## src/rtl/fb_port_arbiter.sv

```systemverilog
// Frame-buffer RAM port arbiter: VGA scan-out reads take priority over byte-lane RMW write-back.
// Optional statistics counters (miss_count, wr_count) are enabled with `define FB_ARB_STATS_EN.
module fb_port_arbiter #(
    parameter int ADDR_W  = 16,
    parameter int RAM_LAT = 2
) (
    input  logic              clk,
    input  logic              reset,
    input  logic              vga_req,
    input  logic [ADDR_W-1:0] vga_addr,
    output logic [31:0]       vga_rdata,
    output logic              vga_valid,
    output logic              vga_miss,
    input  logic              wr_req,
    input  logic [ADDR_W+1:0] wr_addr,
    input  logic [7:0]        wr_byte,
    output logic              wr_done,
    output logic [ADDR_W-1:0] ram_addr,
    output logic [31:0]       ram_wdata,
    output logic              ram_we,
    input  logic [31:0]       ram_rdata,
    output logic              busy
`ifdef FB_ARB_STATS_EN
    ,
    output logic [15:0]       miss_count,
    output logic [15:0]       wr_count
`endif
);

    typedef enum logic [2:0] {
        IDLE    = 3'd0,
        VGA_RD  = 3'd1,
        RMW_RD  = 3'd2,
        RMW_MRG = 3'd3,
        RMW_WR  = 3'd4,
        WR_HOLD = 3'd5
    } state_t;

    localparam logic [2:0] LAT_C  = 3'(RAM_LAT);
    localparam logic [2:0] LAT_M1 = 3'(RAM_LAT - 1);

    state_t              state_q;
    logic [2:0]          cnt_q;
    logic                pend_q;
    logic [ADDR_W-1:0]   pend_addr_q;
    logic [1:0]          lane_q;
    logic [7:0]          byte_q;
    logic [31:0]         vga_rdata_q;
    logic                vga_valid_q;
    logic                vga_miss_q;
    logic                wr_done_q;
    logic [ADDR_W-1:0]   ram_addr_q;
    logic [31:0]         ram_wdata_q;
    logic                ram_we_q;
    logic                busy_q;
    logic [31:0]         merged_d;
    logic                miss_evt;

    function automatic logic [31:0] merge_lane(input logic [31:0] word,
                                               input logic [1:0]  lane,
                                               input logic [7:0]  pix);
        logic [31:0] res;
        res = word;
        case (lane)
            2'd0:    res[7:0]   = pix;
            2'd1:    res[15:8]  = pix;
            2'd2:    res[23:16] = pix;
            2'd3:    res[31:24] = pix;
            default: res        = word;
        endcase
        return res;
    endfunction

    // Merged write word and pending-slot overflow detection.
    always_comb begin
        merged_d = merge_lane(ram_rdata, lane_q, byte_q);
        miss_evt = vga_req && pend_q && (state_q != IDLE);
    end

    // Arbitration FSM with all outputs registered.
    always_ff @(posedge clk) begin
        if (reset) begin
            state_q     <= IDLE;
            cnt_q       <= 3'd0;
            pend_q      <= 1'b0;
            pend_addr_q <= '0;
            lane_q      <= 2'd0;
            byte_q      <= 8'd0;
            vga_rdata_q <= 32'd0;
            vga_valid_q <= 1'b0;
            vga_miss_q  <= 1'b0;
            wr_done_q   <= 1'b0;
            ram_addr_q  <= '0;
            ram_wdata_q <= 32'd0;
            ram_we_q    <= 1'b0;
            busy_q      <= 1'b0;
        end else begin
            vga_valid_q <= 1'b0;
            ram_we_q    <= 1'b0;
            if (wr_done_q && !wr_req) begin
                wr_done_q <= 1'b0;
            end
            // VGA requests that find the port occupied go to the one-deep pending slot.
            if ((state_q != IDLE) && vga_req) begin
                pend_q      <= 1'b1;
                pend_addr_q <= vga_addr;
            end
            if (miss_evt) begin
                vga_miss_q <= 1'b1;
            end
            case (state_q)
                IDLE: begin
                    if (pend_q) begin
                        ram_addr_q <= pend_addr_q;
                        cnt_q      <= 3'd0;
                        state_q    <= VGA_RD;
                        busy_q     <= 1'b1;
                        if (vga_req) begin
                            pend_addr_q <= vga_addr;
                        end else begin
                            pend_q <= 1'b0;
                        end
                    end else if (vga_req) begin
                        ram_addr_q <= vga_addr;
                        cnt_q      <= 3'd0;
                        state_q    <= VGA_RD;
                        busy_q     <= 1'b1;
                    end else if (wr_req && !wr_done_q) begin
                        ram_addr_q <= wr_addr[ADDR_W+1:2];
                        lane_q     <= wr_addr[1:0];
                        byte_q     <= wr_byte;
                        cnt_q      <= 3'd0;
                        state_q    <= RMW_RD;
                        busy_q     <= 1'b1;
                    end else begin
                        busy_q <= 1'b0;
                    end
                end
                VGA_RD: begin
                    if (cnt_q == LAT_C) begin
                        vga_rdata_q <= ram_rdata;
                        vga_valid_q <= 1'b1;
                        state_q     <= IDLE;
                        busy_q      <= 1'b0;
                    end else begin
                        cnt_q <= cnt_q + 3'd1;
                    end
                end
                RMW_RD: begin
                    if (cnt_q == LAT_M1) begin
                        state_q <= RMW_MRG;
                    end else begin
                        cnt_q <= cnt_q + 3'd1;
                    end
                end
                RMW_MRG: begin
                    ram_wdata_q <= merged_d;
                    ram_we_q    <= 1'b1;
                    state_q     <= RMW_WR;
                end
                RMW_WR: begin
                    state_q <= WR_HOLD;
                end
                WR_HOLD: begin
                    wr_done_q <= 1'b1;
                    state_q   <= IDLE;
                    busy_q    <= 1'b0;
                end
                default: begin
                    state_q <= IDLE;
                    busy_q  <= 1'b0;
                end
            endcase
        end
    end

    assign vga_rdata = vga_rdata_q;
    assign vga_valid = vga_valid_q;
    assign vga_miss  = vga_miss_q;
    assign wr_done   = wr_done_q;
    assign ram_addr  = ram_addr_q;
    assign ram_wdata = ram_wdata_q;
    assign ram_we    = ram_we_q;
    assign busy      = busy_q;

`ifdef FB_ARB_STATS_EN
    logic [15:0] miss_count_q;
    logic [15:0] wr_count_q;

    // Saturating miss counter and wrapping committed-write counter.
    always_ff @(posedge clk) begin
        if (reset) begin
            miss_count_q <= 16'd0;
            wr_count_q   <= 16'd0;
        end else begin
            if (miss_evt && (miss_count_q != 16'hFFFF)) begin
                miss_count_q <= miss_count_q + 16'd1;
            end
            if (ram_we_q) begin
                wr_count_q <= wr_count_q + 16'd1;
            end
        end
    end

    assign miss_count = miss_count_q;
    assign wr_count   = wr_count_q;
`endif

endmodule

```

## config.mk

```make
export PLATFORM = sky130hd
export DESIGN_NAME = fb_port_arbiter
export DESIGN_NICKNAME = d
export VERILOG_FILES = /design/src/rtl/fb_port_arbiter.sv
export SDC_FILE = /design/constraint.sdc
export NUM_CORES = 1
export LEC_CHECK = 0
export ABC_AREA = 1
export CAP_MARGIN = 0
export CELL_PAD_IN_SITES_DETAIL_PLACEMENT = 2
export CELL_PAD_IN_SITES_GLOBAL_PLACEMENT = 2
export CORE_MARGIN = 1
export CORE_UTILIZATION = 24
export DETAILED_ROUTE_END_ITERATION = 12
export GPL_ROUTABILITY_DRIVEN = 0
export PLACE_DENSITY = 0.75
export REMOVE_ABC_BUFFERS = 1
export SLEW_MARGIN = 20
export SYNTH_ARGS = -nofsm -noshare
export SYNTH_HDL_FRONTEND = slang
export SYNTH_SLANG_ARGS = --single-unit
```

## constraint.sdc

```tcl
create_clock -name clk -period 1.6 [get_ports clk]
set_input_delay 0.32 -clock clk [delete_from_list [all_inputs] [get_ports clk]]
set_output_delay 0.32 -clock clk [all_outputs]
set_load 0.01 [all_outputs]
```

-- Word level (Yosys, flattened, before mapping)
Index checks and enable logic that the tools add are counted.
- register bits after elaboration: 118
- bits in latches: 0
- bits in writable memories: 0
- bits in read-only memories: 0
- output and inout port bits: 85
- memories kept: 0
- add/sub/neg operators: 1
- $mul: 0
- div/mod/pow operators: 0
- $lt $le $gt $ge: 0
- equality and inequality tests: 15
- shift-type cells: 0
- muxes and demuxes: 36
- bitwise gates (word level): 4
- reduce and logical (&&, ||, !) cells: 21
- operators with widths (cell ; number):
    $mux W16 ; 7
    $mux W8 ; 4
    $mux W3 ; 10
    $pmux W3 S5 ; 1
    $mux W1 ; 12
    $eq A3 B2 Y1 const B ; 3
    $pmux W3 S3 ; 1
    $reduce_bool A3 Y1 ; 3
    $ne A2 B2 Y1 const B ; 4
    $reduce_and A4 Y1 ; 2
    $eq A3 B1 Y1 const B ; 2
    $eq A3 B3 Y1 const B ; 2
    $reduce_and A2 Y1 ; 3
    $logic_and A1 B1 Y1 ; 5
    $eq A2 B2 Y1 const B ; 2
    $ne A4 B4 Y1 const B ; 1
    $not A1 Y1 ; 4
    $add A3 B1 Y3 const B ; 1
    $logic_not A3 Y1 ; 1
    $pmux W1 S3 ; 1
    $reduce_and A3 Y1 ; 1
    $reduce_or A3 Y1 ; 1
    $eq A2 B1 Y1 const B ; 1
    $logic_not A1 Y1 ; 2
    3 further kinds ; 3

-- Depth between registers and ports, before layout
Gate-level depths: netlist of the first run.
- depth after elaboration: 6
- gate-level depth with buffers: 10
- mapped depth without buffers: 10

-- Least setup slack after synthesis of the first run
OpenSTA, ideal clock, no wires.
- path kind: register to register
- start: register cnt_q[0]
- end: register vga_rdata_q[10] (netlist: vga_rdata[10])
- arrival time: 1.226 ns
- required time: 1.484 ns
- setup slack: 0.258 ns
- cell stages (with the launch flop): 10
- clock period less this slack: 1.342 ns
- path through: dfxtp_1 > inv_1 > ha_1 > inv_1 > nor2_1 > nand3_2 > buf_4 > clkbuf_2 > o21ai_0 > nor2_1
- word-level cells in the longest chain between the ends: 2
- ends and longest elaborated chain (element ; RTL line ; source):
    start: declaration ; 43 ; logic [2:0] cnt_q;
    start signal: assignment ; 146 ; cnt_q <= cnt_q + 3'd1;
    start signal: assignment ; 153 ; cnt_q <= cnt_q + 3'd1;
    $eq A3 B2 Y1 ; 140 ; if (cnt_q == LAT_C) begin
    $reduce_and A2 Y1 (no source line) ; n/a ;
    end signal: assignment ; 141 ; vga_rdata_q <= ram_rdata;
    end: declaration ; 48 ; logic [31:0] vga_rdata_q;
Every way passes these cells.
A chain may end at the register's enable or synchronous reset.

-- Worst setup path after layout of the first run
- start: register cnt_q[0]
- end: register vga_rdata_q[31] (netlist: vga_rdata[31])
Same word-level chain as after synthesis.

==> metrics.txt, run 1 <==
result of the run=complete, no violations; worst clock skew=roughly 0.013 ns; Synth warnings=0; maximum fanout count along the critical path=4; clock latency on the worst-skew pair=about 0.42 ns; post-layout util=0.3887; average routed wire per standard cell=roughly 18 µm; post-synthesis compound-gate area fraction=0.1894; Placed Instances=1078; combinational family with the most area after synthesis=simple AND/OR/NAND/NOR gates; number of synthesized flops with an enable pin=0; final cycle utilization of the critical path=0.9564; global-route wire length before repair=30690 µm; total number of clock tree sinks=118; # nets final=923; Avg Inst Size Synth=7.324 µm²; Fill cells=2280; maximum resistive drop on vdd=646.6 µV; top post-synthesis cells by area=sky130_fd_sc_hd__dfxtp_1 (49%), sky130_fd_sc_hd__nand2_1 (11%), sky130_fd_sc_hd__nor2_1 (9.8%), sky130_fd_sc_hd__o21ai_0 (9.0%), sky130_fd_sc_hd__a21oi_1 (5.5%); post-synthesis adder-cell area fraction=0.007730; Port Buffers=162; synthesized-area fraction occupied by and/or/nand/nor cells=0.2510; via-per-instance ratio=roughly 4.8; min-delay worst type=reg -> reg; nature of the critical path endpoint=register; vertical extent of the die=144.2 µm; area fraction of the dominant cell type after synthesis=0.4865; Clock Path Buffers=2; parity-gate share of the synthesized area counting xor and xnor cells=0; Final Slew Violations=0; post-cts hold buffer count=0; Die Area=roughly 21000 µm²; proportion of layout cells with a drive suffix above 1=0.1158; antenna violations before repair=3; Overflow after GRT=0; Post-Synthesis Cells=663; Worst Path Class, Setup=reg -> reg; least setup slack across all paths after layout=approximately 0.07 ns; crit path time final=between 1.5 and 2 ns; Hold Path Origin=ram_addr[4]$_SDFFE_PP0P_; Routed Antenna Nets=0; cell at the root of the clock tree=sky130_fd_sc_hd__clkbuf_16; Final setup viols=0; number of design-rule violations left by the first detailed-router iteration=147; post-route setup TNS=0 ns; endpoint of the lowest-slack register-to-register path=vga_rdata[31]$_SDFFE_PP0P_; DR DRC count=0; logic depth of the worst register-to-register path=9; half-perimeter wire length after placement=about 14000 µm; overall power after layout=10.46 mW; Syn-to-layout area delta=57.30%; setup slack of the most critical reg-to-reg path=roughly 0.070 ns; Data required, critical path=1.91 ns; final count of hold timing violations=0; number of max-cap violations=0; power density over the cells=about 1400 nW/µm²; end point of the most critical hold path=ram_addr[4]$_SDFFE_PP0P_; number of levels the H-tree was split into=4; unique cell type count in the Yosys netlist=24; instance count along the most critical hold path=2; total detailed-routing wirelength=20710 µm; pin count of the biggest net entering global routing=55; static leakage power=about 3.4 nW; CTS tree=yes; Yosys reg bits=118; origin of the critical flop-to-flop path=cnt_q[0]$_SDFFE_PP0P_; Setup crit start kind=register; post-route non-filler standard cell count=1121; Clock Pin Slew Worst Setup and Hold Paths=around 0.060 ns; slew of the pin with the lowest slew margin=slightly above 0.4 ns; most used cells in the layout excluding fill and tap cells=sky130_fd_sc_hd__nand2_1 (144), sky130_fd_sc_hd__nor2_1 (122), sky130_fd_sc_hd__dfxtp_1 (114); CTS buffer count=17; maximum clock frequency=~650 MHz; pre-CTS worst setup slack=-0.2513 ns; number of rows in the core area=51; First-pass DRT Iterations=4; starting density of the core=0.2471; worst-case headroom to the max-slew limit=0.7258; overall global routing resource usage=0.1956; fraction of the yosys area taken by sequential cells=0.4865; Top FF cell, synth=sky130_fd_sc_hd__dfxtp_1; mux contribution to synthesized area=0; x dimension of the die=144.2 µm; commonest non-fill, non-tap cell in the layout=sky130_fd_sc_hd__nand2_1; critical path arrival=approximately 1.8 ns; Syn Std Cell Area=4856 µm²; Placeable Area=19650 µm²; ports placed on the boundary=~160; share of async-settable or async-resettable flops after synthesis=0; vias after detailed routing=5327; via count of the first global-routing pass=5796; most area-hungry cell type in the Yosys netlist=sky130_fd_sc_hd__dfxtp_1
## worst max-delay path: stages (launching register included)
cell and delay (ns):
sky130_fd_sc_hd__dfxtp_2 0.32, sky130_fd_sc_hd__inv_1 0.05, sky130_fd_sc_hd__ha_2 0.17, sky130_fd_sc_hd__inv_2 0.04, sky130_fd_sc_hd__nor2_4 0.12, sky130_fd_sc_hd__nand3_4 0.15
sky130_fd_sc_hd__buf_6 0.16, sky130_fd_sc_hd__clkbuf_16 0.14, sky130_fd_sc_hd__o21ai_0 0.20, sky130_fd_sc_hd__nor2_1 0.06
## logic make-up after synthesis
group | Yosys count
compound gates | 177
simple gates | 302
buf+inv | 63
flops | 118
fa+ha+maj | 3
## layer usage
layer / part of all wire / track usage / vias up
li1: - / - / 2553
met2: 0.50 / 0.3511 / 154
met5: 0.0013 / 0 / -
met4: 0.015 / 0.06371 / 4
met1: 0.42 / 0.2234 / 2590
met3: 0.056 / 0.05265 / 26
## layout make-up
type / count / area, µm² / share of cell area
clock inverter: 15 / 146.4 / 0.01916
clock buffer: 17 / 425.4 / 0.05569
timing repair buffer: 196 / 2012 / 0.2634
tap: 265 / 331.6 / 0.04341
sequential: 118 / 2370 / 0.3102
inverter: 27 / 122.6 / 0.01605
multi-input combinational: 482 / 2228 / 0.2917
antenna: 1 / 2.502 / 0.0003276
## through the flow
step / area, µm² / hold slack [ns]
2_1_floorplan: 4644 / 0.3891
3_3_place_gp: 6883 / 0.4554
3_5_place_dp: 6883 / 0.4634
4_1_cts: 7442 / 0.4727
5_1_grt: 7636 / 0.4871
6_report: 7639 / 0.4656
## synthesized netlist by cell type (2+ instances only)
master                     number
sky130_fd_sc_hd__a21oi_1       53
sky130_fd_sc_hd__a31oi_1       25
sky130_fd_sc_hd__buf_2         11
sky130_fd_sc_hd__buf_4          8
sky130_fd_sc_hd__buf_6          4
sky130_fd_sc_hd__clkbuf_1      10
sky130_fd_sc_hd__clkbuf_2       2
sky130_fd_sc_hd__dfxtp_1      118
sky130_fd_sc_hd__ha_1           3
sky130_fd_sc_hd__inv_1         22
sky130_fd_sc_hd__inv_2          3
sky130_fd_sc_hd__inv_4          2
sky130_fd_sc_hd__nand2_1      144
sky130_fd_sc_hd__nand2_2        2
sky130_fd_sc_hd__nand2_4        3
sky130_fd_sc_hd__nand3_1       21
sky130_fd_sc_hd__nor2_1       127
sky130_fd_sc_hd__nor2_4         3
sky130_fd_sc_hd__o21ai_0       87
sky130_fd_sc_hd__o21ai_1       11
## repair_timing
item / CTS / global route
pin swaps: 1 / 8
setup endpoints to repair: 103 / 45
gates cloned: 2 / 4
gates resized for setup: 92 / 42
buffers inserted: 0 / 4
## how the worst max path moves through the flow
stage	start	to	slack, ns	cells after the start
floorplan	state_q[1]$_SDFFE_PP0P_	ram_wdata[24]$_SDFFE_PP0P_	-0.46	5
global placement	vga_req	byte_q[3]$_SDFFE_PP0P_	-0.17	7
detailed placement	vga_req	byte_q[6]$_SDFFE_PP0P_	-0.25	7
CTS	state_q[0]$_SDFFE_PP0P_	byte_q[7]$_SDFFE_PP0P_	0.003	8
global route	cnt_q[0]$_SDFFE_PP0P_	vga_rdata[31]$_SDFFE_PP0P_	-0.08	9
finish	cnt_q[0]$_SDFFE_PP0P_	vga_rdata[31]$_SDFFE_PP0P_	0.07	9
## power breakdown
part	switching (mW)	internal (mW)
Combinational	1.74	1.19
Sequential	0.375	3.44
Clock	1.55	2.17
(Power assumes the default switching activity.)
==> run 2: changes to the inputs <==
--- a/config.mk
+++ b/config.mk
@@ -6,9 +6,10 @@
 export NUM_CORES = 1
 export LEC_CHECK = 0
 export ABC_AREA = 1
-export CAP_MARGIN = 0
+export CAP_MARGIN = 20
 export CELL_PAD_IN_SITES_DETAIL_PLACEMENT = 2
 export CELL_PAD_IN_SITES_GLOBAL_PLACEMENT = 2
+export CORE_ASPECT_RATIO = 1.75
 export CORE_MARGIN = 1
 export CORE_UTILIZATION = 24
 export DETAILED_ROUTE_END_ITERATION = 12
==> run 2 against run 1 <==
Effect of this change: final cell count down 2.6%; sequential power is essentially flat; sequential cell count is the same; critical path depth fell by 2.
==> metrics.txt, run 2 (synthesis gave the netlist of run 1 again) <==
number of design-rule violations left by the first detailed-router iteration=135; CTS buffer count=17; maximum fanout count along the critical path=4; commonest non-fill, non-tap cell in the layout=sky130_fd_sc_hd__nand2_1; Syn-to-layout area delta=52.28%; crit path time final=1.486 ns; number of buffer and inverter stages on the critical path=1; Routed Antenna Nets=0; pre-CTS worst setup slack=-0.2213 ns; Port Buffers=162; sequential share of power=0.353; worst clock skew=0.008049 ns; part of the total power dissipated in the clock network=0.383; clock latency on the worst-skew pair=0.42 ns; First-pass DRT Iterations=4; pin count of the biggest net entering global routing=57; via count of the first global-routing pass=5838; total detailed-routing wirelength=18930 µm; cell at the root of the clock tree=sky130_fd_sc_hd__clkbuf_16; post-layout util=0.3746; Placeable Area=19740 µm²; DR DRC count=0; final cycle utilization of the critical path=0.9288; switching share of power=0.3254; maximum resistive drop on vdd=approximately 640 µV; CP peak stage delay=0.32 ns; least setup slack across all paths after layout=around 0.11 ns; number of levels the H-tree was split into=4; proportion of layout cells with a drive suffix above 1=0.09327; Final setup viols=0; x dimension of the die=between 100 and 150 µm; result of the run=complete, no violations; number of diodes=0; Die Area=about 21000 µm²; Combinational Power Share=0.264; number of max-cap violations=0; static leakage power=3.327 nW; vias after detailed routing=5224; Clock Path Buffers=2; vertical extent of the die=190.2 µm; cell family contributing the most delay on the critical path=simple AND/OR/NAND/NOR gates; Clock Pin Slew Worst Setup and Hold Paths=0.06 ns; Setup crit start kind=register; power density over the cells=1455 nW/µm²; Internal Pwr Total=~7.3 mW; ports placed on the boundary=163; slew of the pin with the lowest slew margin=0.3269 ns; Critical Path, Cell by Cell=buf_4, ha_1, nand2_1, a21oi_1, nor2_1, nand3_1, a21oi_1; critical path arrival=between 1.5 and 2 ns; # nets final=915; Data required, critical path=1.94 ns; switching power=3.500 mW; half-perimeter wire length after placement=14170 µm; number of rows in the core area=68; nature of the critical path endpoint=register; final count of hold timing violations=0; average routed wire per standard cell=~17 µm; most used cells in the layout excluding fill and tap cells=sky130_fd_sc_hd__nand2_1 (144), sky130_fd_sc_hd__nor2_1 (126), sky130_fd_sc_hd__dfxtp_1 (115); via-per-instance ratio=4.784; slowest CP cell=sky130_fd_sc_hd__dfxtp_1; starting density of the core=0.2460; total number of clock tree sinks=118; overall global routing resource usage=0.1878; maximum clock frequency=672.9 MHz; CTS tree=yes; global-route wire length before repair=29660 µm; RSZ-0062 raised after global routing=no; Overflow after GRT=0; Final Slew Violations=0; library cell appearing most often on the critical path=sky130_fd_sc_hd__a21oi_1; min-delay worst type=reg -> reg; antenna violations before repair=2; total cell area at the placement stage=6825 µm²; worst-case headroom to the max-slew limit=0.7813; total non-filler cell area in the finished layout=7395 µm²; Worst Path Class, Setup=reg -> reg
run 2: area by class of cell:
type | instances | area [µm²]
Fill cell | 2276 | 12340
Sequential cell | 118 | 2366
Multi-Input combinational cell | 482 | 2191
Timing Repair Buffer | 188 | 1789
Clock buffer | 19 | 452.9
Tap cell | 245 | 306.5
Clock inverter | 13 | 178.9
Inverter | 27 | 110.1
run 2: path summary, 6_finish.rpt:
check	start	end	slack, ns	cells after the start
min reg2reg	ram_addr[4]$_SDFFE_PP0P_	ram_addr[4]$_SDFFE_PP0P_	0.47	2
min	ram_addr[4]$_SDFFE_PP0P_	ram_addr[4]$_SDFFE_PP0P_	0.47	2
max	cnt_q[0]$_SDFFE_PP0P_	cnt_q[1]$_SDFFE_PP0P_	0.11	7
max reg2reg	cnt_q[0]$_SDFFE_PP0P_	cnt_q[1]$_SDFFE_PP0P_	0.11	7
run 2: power groups by stage:
stage	registers [mW]	logic, mW	clock network [mW]
finish	3.80	2.83	4.12
global route	3.85	3.18	4.35
CTS	3.80	2.84	4.21
detailed placement	3.86	2.99	0
global placement	3.83	2.85	0
floorplan	3.90	1.32	0
run 2: worst reg2reg max path: stages, from the launching register on:
cell	delay (ns)
sky130_fd_sc_hd__dfxtp_1	0.32
sky130_fd_sc_hd__buf_4	0.15
sky130_fd_sc_hd__ha_1	0.19
sky130_fd_sc_hd__nand2_1	0.13
sky130_fd_sc_hd__a21oi_1	0.08
sky130_fd_sc_hd__nor2_1	0.20
sky130_fd_sc_hd__nand3_1	0.14
sky130_fd_sc_hd__a21oi_1	0.18
run 2: metrics by stage:
stage	cells	total power, mW	hold WS, ns	TNS [ns]
2_1_floorplan	627	5.217	0.3891	-28.04
3_3_place_gp	1057	6.683	0.4508	-2.151
3_5_place_dp	1057	6.852	0.4653	-4.789
4_1_cts	1090	10.85	0.4733	0
5_1_grt	1092	11.38	0.4887	0
6_report	1092	10.76	0.4674	0
run 2: per-layer routing:
metal	vias up	share of wire	GRT usage
met5	-	0.00063	0
met4	2	0.020	0.07128
met3	35	0.064	0.05516
met2	146	0.56	0.3718
met1	2513	0.35	0.1725
li1	2528	-	-
run 2: what timing repair did:
action                                  in CTS  in global routing
resized for setup                           85                  9
endpoints found under the setup margin      92                 43
setup buffers                                1                  2
hold endpoints to repair                     0                  0
hold buffers                                 0                  0
pin swaps                                    1                  2
==> run 3: changes to the inputs <==
--- a/config.mk
+++ b/config.mk
@@ -14,6 +14,7 @@
 export CORE_UTILIZATION = 24
 export DETAILED_ROUTE_END_ITERATION = 12
 export GPL_ROUTABILITY_DRIVEN = 0
+export GPL_TIMING_DRIVEN = 0
 export PLACE_DENSITY = 0.75
 export REMOVE_ABC_BUFFERS = 1
 export SLEW_MARGIN = 20
==> run 3 against run 2 <==
Effect of this change: combinational power is 2% higher; worst setup slack lost 0.046 ns; clock skew down 0.0016 ns; critical path type unchanged; final cell count shrank 0.73%; register-to-register slack got worse by 0.05 ns; largest power group unchanged; critical endpoint is now byte_q[4]$_SDFFE_PP0P_.
==> metrics.txt, run 3 (synthesis gave the netlist of run 1 again) <==
result of the run=complete, no violations; end point of the most critical hold path=busy$_SDFFE_PP0P_; overall power after layout=10.83 mW; total cell area at the placement stage=approximately 6600 µm²; Final setup viols=0; worst clock skew=approximately 0.0065 ns; average routed wire per standard cell=about 19 µm; overall global routing resource usage=0.1972; endpoint of the lowest-slack register-to-register path=byte_q[4]$_SDFFE_PP0P_; number of buffer and inverter stages on the critical path=2; Routed Antenna Nets=0; final count of hold timing violations=0; RSZ-0062 raised after global routing=yes; global-route wire length before repair=30840 µm; least setup slack across all paths after layout=0.06748 ns; antenna violations before repair=0; most used cells in the layout excluding fill and tap cells=sky130_fd_sc_hd__nand2_1 (141), sky130_fd_sc_hd__nor2_1 (120), sky130_fd_sc_hd__dfxtp_1 (112); launching instance or port of the critical path=state_q[0]$_SDFFE_PP0P_; CTS buffer count=17; via count of the first global-routing pass=5919; maximum resistive drop on vdd=about 650 µV; Port Buffers=162; Data required, critical path=1.91 ns; First-pass DRT Iterations=4; Overflow after GRT=0; Setup crit start kind=register; crit path time final=1.533 ns; cell family contributing the most delay on the critical path=simple AND/OR/NAND/NOR gates; maximum fanout count along the critical path=13; setup slack of the most critical reg-to-reg path=~0.067 ns; Die Area=roughly 21000 µm²; Hold Path Origin=busy$_SDFFE_PP0P_; half-perimeter wire length after placement=13760 µm; min-delay worst type=reg -> reg; x dimension of the die=approximately 110 µm; starting density of the core=0.2460; number of rows in the core area=68; power density over the cells=around 1400 nW/µm²; cell at the root of the clock tree=sky130_fd_sc_hd__clkbuf_16; number of max-cap violations=0; ports placed on the boundary=163; pin count of the biggest net entering global routing=just under 80; slew of the pin with the lowest slew margin=around 0.56 ns; static leakage power=3.368 nW; DR DRC count=0; commonest non-fill, non-tap cell in the layout=sky130_fd_sc_hd__nand2_1; total detailed-routing wirelength=20610 µm; final cycle utilization of the critical path=0.9578; total number of clock tree sinks=118; slowest CP cell=sky130_fd_sc_hd__dfxtp_2; total non-filler cell area in the finished layout=7547 µm²; Clock Path Buffers=2; Critical Path, Cell by Cell=inv_4, nand2_2, nor2_4, buf_4, nand3_4, o21ai_0, nor2_1; post-layout util=0.3824; CP peak stage delay=0.39 ns; Placeable Area=slightly below 20000 µm²; vias after detailed routing=5234; area taken by flip-flops and latches=around 2400 µm²; origin of the critical flop-to-flop path=state_q[0]$_SDFFE_PP0P_; critical path arrival=1.84 ns; number of design-rule violations left by the first detailed-router iteration=83; Fill cells=2280; vertical extent of the die=190.2 µm; instance count along the most critical hold path=2; nature of the critical path endpoint=register; worst-case headroom to the max-slew limit=0.6260; # nets final=907; Final Slew Violations=0; via-per-instance ratio=around 4.8; pre-CTS worst setup slack=-1.073 ns; Worst Path Class, Setup=reg -> reg; Syn-to-layout area delta=55.42%; proportion of layout cells with a drive suffix above 1=0.1073; maximum clock frequency=approximately 650 MHz; area of combinational cells with multiple inputs=2306 µm²; post-cts hold buffer count=0; number of levels the H-tree was split into=4; number of diodes=0; CTS tree=yes; Clock Pin Slew Worst Setup and Hold Paths=0.06 ns; clock latency on the worst-skew pair=0.42 ns; logic depth of the worst register-to-register path=7
## run 3: worst max-delay path by stage
| stage | endpoint | slack, ns | depth (start not counted) |
|---|---|---|---|
| floorplan | ram_wdata[24]$_SDFFE_PP0P_ | -0.46 | 5 |
| global placement | ram_wdata[13]$_SDFFE_PP0P_ | -2.47 | 4 |
| detailed placement | vga_rdata[6]$_SDFFE_PP0P_ | -1.07 | 8 |
| CTS | vga_rdata[21]$_SDFFE_PP0P_ | -0.06 | 8 |
| global route | byte_q[6]$_SDFFE_PP0P_ | -0.04 | 8 |
| finish | byte_q[4]$_SDFFE_PP0P_ | 0.07 | 7 |
## run 3: cell type report
class,count,area share
repair inverters,2,0.006134
inverters,27,0.01956
flip-flops and latches,118,0.3147
multi-input cells,483,0.3055
clock buffers,23,0.06200
repair buffers,177,0.2318
well taps,245,0.04062
clock inverters,9,0.01973
## run 3: routing by layer
layer / global-route usage / wire length (µm)
met5: 0 / 0
met4: 0.06718 / 330
met3: 0.05892 / 1118
met2: 0.3895 / 11860
met1: 0.1845 / 7303
## run 3: what timing repair did
item,4_1_cts,5_1_grt
gates resized for setup,113,53
setup buffers,4,7
setup endpoints to repair,198,67
pin swaps,3,6
cloned,2,2
endpoints found under the hold margin,0,0
## run 3: worst min-delay path: stages, from the launching register on
cell,delay [ns]
sky130_fd_sc_hd__dfxtp_1,0.31
sky130_fd_sc_hd__nand2_1,0.06
sky130_fd_sc_hd__a21oi_1,0.05
## run 3: power breakdown
group | total [mW] | internal (mW) | switching [mW] | leakage (nW)
combinational | 2.88 | 1.10 | 1.78 | 2.10
clock | 4.08 | 2.68 | 1.40 | 0.305
sequential | 3.87 | 3.44 | 0.431 | 0.964
## run 3: through the flow
step,hold slack [ns],instances,setup TNS [ns]
floorplan,0.3891,627,-28.04
global placement,0.4513,1034,-259.02
detailed placement,0.4658,1037,-87.68
CTS,0.4737,1075,-0.5053
global route,0.4966,1084,-0.2082
finish,0.4724,1084,0
